File: src/rtl/led_fader_if.sv
// LED fader pattern/drive bundle: pattern and freeze in, dimmed LED drive out.
// Latency: n/a (wires only).
// Backpressure: none; pattern is sampled every clock and led_out is always valid.
interface led_fader_if;
  logic [15:0] pattern;
  logic        freeze;
  logic [15:0] led_out;

  // Upstream stage driving the pattern and observing the LEDs
  modport master (
    output pattern,
    output freeze,
    input  led_out
  );

  // The fader itself
  modport slave (
    input  pattern,
    input  freeze,
    output led_out
  );
endinterface

File: src/rtl/led_fader.sv
// Comet-tail LED fader: per-LED 4-bit brightness, shared decay timer, 15-step PWM.
// Latency: pattern high at edge N loads brightness at N; led_out reflects it from N+1.
// Backpressure: none; freeze holds decay only. Optional gamma map: LED_FADER_GAMMA_EN.
module led_fader #(
  parameter logic [31:0] DECAY_DIV = 32'd250000
) (
  input  logic        clk,
  input  logic        rst,
  led_fader_if.slave  io
);

  logic [31:0] div_cnt_q, div_cnt_d;
  logic [3:0]  pwm_cnt_q, pwm_cnt_d;
  logic [3:0]  bright_q [16];
  logic [3:0]  bright_d [16];
  logic [3:0]  level    [16];
  logic [15:0] led_out_q, led_out_d;
  logic        decay_tick;

`ifdef LED_FADER_GAMMA_EN
  // Perceptual correction; endpoints stay 0 and 15 so off/on remain solid.
  function automatic logic [3:0] gamma_map(input logic [3:0] b);
    logic [3:0] g;
    case (b)
      4'd0, 4'd1, 4'd2:   g = 4'd0;
      4'd3, 4'd4, 4'd5:   g = 4'd1;
      4'd6, 4'd7:         g = 4'd2;
      4'd8:               g = 4'd3;
      4'd9:               g = 4'd4;
      4'd10:              g = 4'd5;
      4'd11:              g = 4'd6;
      4'd12:              g = 4'd8;
      4'd13:              g = 4'd10;
      4'd14:              g = 4'd12;
      default:            g = 4'd15;
    endcase
    return g;
  endfunction
`endif

  // Shared decay divider (frozen with freeze) and free-running PWM counter
  always_comb begin
    decay_tick = (div_cnt_q == (DECAY_DIV - 32'd1)) && !io.freeze;
    div_cnt_d  = div_cnt_q;
    if (!io.freeze) begin
      div_cnt_d = decay_tick ? 32'd0 : (div_cnt_q + 32'd1);
    end
    pwm_cnt_d = (pwm_cnt_q == 4'd14) ? 4'd0 : (pwm_cnt_q + 4'd1);
  end

  // Per-LED brightness: a lit pattern bit reloads full scale and beats decay
  always_comb begin
    for (int i = 0; i < 16; i++) begin
      bright_d[i] = bright_q[i];
      if (io.pattern[i]) begin
        bright_d[i] = 4'd15;
      end else if (decay_tick && (bright_q[i] != 4'd0)) begin
        bright_d[i] = bright_q[i] - 4'd1;
      end
    end
  end

  // Brightness to PWM level, then compare against the shared PWM phase
  always_comb begin
    led_out_d = '0;
    for (int i = 0; i < 16; i++) begin
`ifdef LED_FADER_GAMMA_EN
      level[i] = gamma_map(bright_q[i]);
`else
      level[i] = bright_q[i];
`endif
      led_out_d[i] = (level[i] > pwm_cnt_q);
    end
  end

  // State registers with asynchronous active-low clear
  always_ff @(posedge clk or negedge rst) begin
    if (!rst) begin
      div_cnt_q <= '0;
      pwm_cnt_q <= '0;
      led_out_q <= '0;
      for (int i = 0; i < 16; i++) begin
        bright_q[i] <= '0;
      end
    end else begin
      div_cnt_q <= div_cnt_d;
      pwm_cnt_q <= pwm_cnt_d;
      led_out_q <= led_out_d;
      for (int i = 0; i < 16; i++) begin
        bright_q[i] <= bright_d[i];
      end
    end
  end

  assign io.led_out = led_out_q;

endmodule

File: src/flat_wrapper.sv
// flat-port wrapper written by rule: the top's interface ports become plain ports
module led_fader_flat 
#(
  parameter logic [31:0] DECAY_DIV = 32'd250000
)
  (clk, rst, io_pattern, io_freeze, io_led_out);
  led_fader_if io_i ();
  input  logic clk;
  input  logic rst;
  input wire logic [$bits(io_i.pattern)-1:0] io_pattern;
  input wire logic [$bits(io_i.freeze)-1:0] io_freeze;
  output wire logic [$bits(io_i.led_out)-1:0] io_led_out;
  assign io_i.pattern = io_pattern;
  assign io_i.freeze = io_freeze;
  assign io_led_out = io_i.led_out;
  led_fader #(.DECAY_DIV(DECAY_DIV)) u_core (.clk(clk), .rst(rst), .io(io_i));
endmodule
File: config.mk
export PLATFORM = sky130hd
export DESIGN_NAME = led_fader_flat
export DESIGN_NICKNAME = d
export VERILOG_FILES = /design/src/rtl/led_fader_if.sv /design/src/rtl/led_fader.sv /design/src/flat_wrapper.sv
export SDC_FILE = /design/constraint.sdc
export NUM_CORES = 1
export LEC_CHECK = 0
export ABC_AREA = 1
export CAP_MARGIN = 20
export CORE_UTILIZATION = 40
export CTS_CLUSTER_DIAMETER = 100
export DETAILED_ROUTE_END_ITERATION = 12
export PLACE_DENSITY = 0.54
export SYNTH_ARGS = -nofsm -noshare
export SYNTH_HDL_FRONTEND = slang
export SYNTH_SLANG_ARGS = --single-unit
export TNS_END_PERCENT = 30
File: constraint.sdc
create_clock -name clk -period 4.05 [get_ports clk]
set_input_delay 1.0125 -clock clk [delete_from_list [all_inputs] [get_ports clk]]
set_output_delay 1.0125 -clock clk [all_outputs]
set_load 0.02 [all_outputs]
==> out/metrics.yaml <==
cp_slowest_stage_delay_ns: 0.53
design.core.area_um2: 18800
grt_pass1_wl_mm: 30.1
critPathArrivalTime_ns: 3.08
drive_gt1_share_pct: 5.18
power.internal_mw: 2.28
place_hpwl_mm: 12.4
cts_hold_buffers: 0
clkPwrFrac_pct: 52.9
synth_area_leaders: "dfrtp_1 (37%), ha_1 (13%), nand3_1 (11%)"
synth-edff-count: 0
drv_cap: 0
area_growth_pct: 16.1
syn_inst: 1022
max_freq_mhz: 358
relSlewSlack_pct: 28.6
r2r-start: "u_core.div_cnt_q[9]"
status: "completed"
cp-start-kind: "primary input"
worstPathRequired_ns: 4.34
path_delay_family: "simple AND/OR/NAND/NOR gates"
die_y_um: 141
firstDrtPassIters: 7
rrSetupSlack_ns: 1.86
fin_crit_ns: 2.79
drc_errors: 0
met1_usage_pct: 25.9
postCtsSetupBuffers: 0
num_rows: 50
crit_buf_inv: 3
swShare_pct: 23.5
io-pin-count: 35
wl_per_cell_um: 13.2
leakage_nw: 4.69
die_width_um: 141
antenna_cells: 0
routed_wl_mm: 17.7
drt_iter0_markers: 386
clockRootBuffer: "clkbuf_16"
mostFrequentLayoutCell: "nand2_1"
powerDensity_nw_per_um2: 331
regToRegEndpoint: "u_core.bright_q[3]"
cts_tree: "built"
yosys_register_bits: 116
path_class: "in2reg"
place_inst: 1310
clock-sinks: 116
cp_max_fo: 12
post_drt_via_cell_ratio: 4.81
setup_viol: 0
finalCritPeriodShare_pct: 68.9
busiest_layer: "met2"
antenna_left: 0
clock_path_buffers: 2
stdcell_area_um2: 9010
clk_latency_ns: 0.42
post_cts_resized: 0
gr-total-overflow: 0
portBuffers: 34
synth_largest_area_cell: "dfrtp_1"
dpl_cell_area_um2: 8400
crit_path_top_delay_cell: "clkdlybuf4s50_1"
synth_top_cell_area_share_pct: 37.4
synth_ff_type: "dfrtp_1"
nets: 1169
htree_levels: 4
fillers: 1830
tightestPinTransition_ns: 1.07
path_cells: "clkdlybuf4s50_1 -> inv_2 -> nand2_1 -> nor2_2 -> nand2_1 -> nor2_4 -> buf_4 -> nand3_1 -> nand2_1 -> nand3_1"
p_switching_mw: 0.699
peakVddDrop_v: 0.000279
gp_congestion: 0.814
worst_slack_ns: 1.26
fin_tns_setup_ns: 0
skew_ns: 0.00868
pre_cts_ws_ns: 0.787
ys_seq_area_share_pct: 37.4
ys_warn_count: 0
grt.total_usage_pct: 19.3
clkTransAtPathRegs_ns: 0.06
power_frac_comb_pct: 5.6
synthArstFlopShare_pct: 100
numCtsBuffers: 17
endpoint: "u_core.bright_q[56]"
antenna_found_initial: 0
grt_setup_unrepaired: "false"
grt_pass1_vias: 6130
r2r_cells: 8
hold_class: "in2async"
synthesis.area_um2: 7760
crit_top_cell: "nand2_1"
die_area_um2: 20000
route.vias.total: 6453
crit_start: "io_freeze"
synth_area_per_cell_um2: 7.59
crit_cells: 10
grt_max_degree: 60
synth_nets: 1122
end_kind: "register"
layout_common_cells: "nand2_1 (215), inv_1 (182), nand3_1 (168)"
met3_usage_pct: 3.78
hold_viol_final: 0
p_seq_share_pct: 41.5
ys_types: 28
finalNonFillerCells: 1342
grt_use_met2_pct: 31.6
slew_viol_final: 0
initial_core_util_pct: 41.2
==> power by group through the flow <==
stage               Clock (mW)  Combinational (mW)  Sequential (mW)
finish                    1.58               0.168             1.24
floorplan                    0               0.103             1.24
detailed placement           0               0.171             1.25
CTS                       1.61               0.171             1.23
global placement             0               0.172             1.26
global route              1.66               0.196             1.24
==> metrics by stage <==
step                hold slack (ns)  power, mW  utilization, %
floorplan                     0.452       1.35               -
global placement              0.465       1.43            44.6
detailed placement            0.469       1.43            44.6
CTS                           0.364       3.02            47.8
global route                  0.365       3.09            47.8
finish                        0.383       2.98            47.8
==> final cells by class <==
class	count	area, um2	share of cell area (%)
tap	260	325	3.61
clock inverter	9	125	1.39
inverter	185	694	7.71
timing repair buffer	40	395	4.39
multi-input combinational	709	4080	45.3
clock buffer	23	488	5.42
sequential	116	2900	32.2
==> registers in the layout (all words and copies together), names as in the netlist <==
signal and count:
u_core.io.led_out 16, u_core.div_cnt_q 32, u_core.bright_q 64, u_core.pwm_cnt_q 4
==> cells in the mapped netlist (all sizes together) (2+ instances only) <==
cell / n
inv: 185
dfrtp: 116
nor2: 103
and2: 2
nor3: 6
buf: 11
a22oi: 5
o21ai: 27
xnor2: 17
nand2: 216
a32oi: 11
ha: 81
xor2: 26
nand3: 178
nand4: 5
o21bai: 5
a21oi: 25
==> how the worst min path moves through the flow <==
stage,endpoint
floorplan,u_core.bright_q[0]
global placement,u_core.bright_q[40]
detailed placement,u_core.bright_q[36]
CTS,u_core.div_cnt_q[5]
global route,u_core.div_cnt_q[5]
finish,u_core.div_cnt_q[9]
==> metal layers <==
metal  routed length (um)  up-vias
li1                     -     3379
met1                 8940     2981
met2                 8090       79
met3                  544       14
met4                  157        0
met5                    0        -
==> cells by family after synthesis <==
logic type                 Yosys count  synth area share [%]
xor gates and xnor gates            43                  4.85
AOI/OAI and AO/OA                   73                  5.56
buffers and inverters              197                  10.1
DFF                                116                  37.4
adders and majority gates           81                  13.1
and+or+nand+nor                    512                  29.0
==> worst register-to-register path: stages, from the launching register on <==
cell     delay (ns)
dfrtp_1        0.44
nor2_1         0.21
inv_1          0.06
nor2_1         0.08
nand2_1        0.10
nor2_4         0.61
nand3_1        0.34
o21ai_0        0.17
nand2_1        0.06
Power figures use the tool's default switching activity.
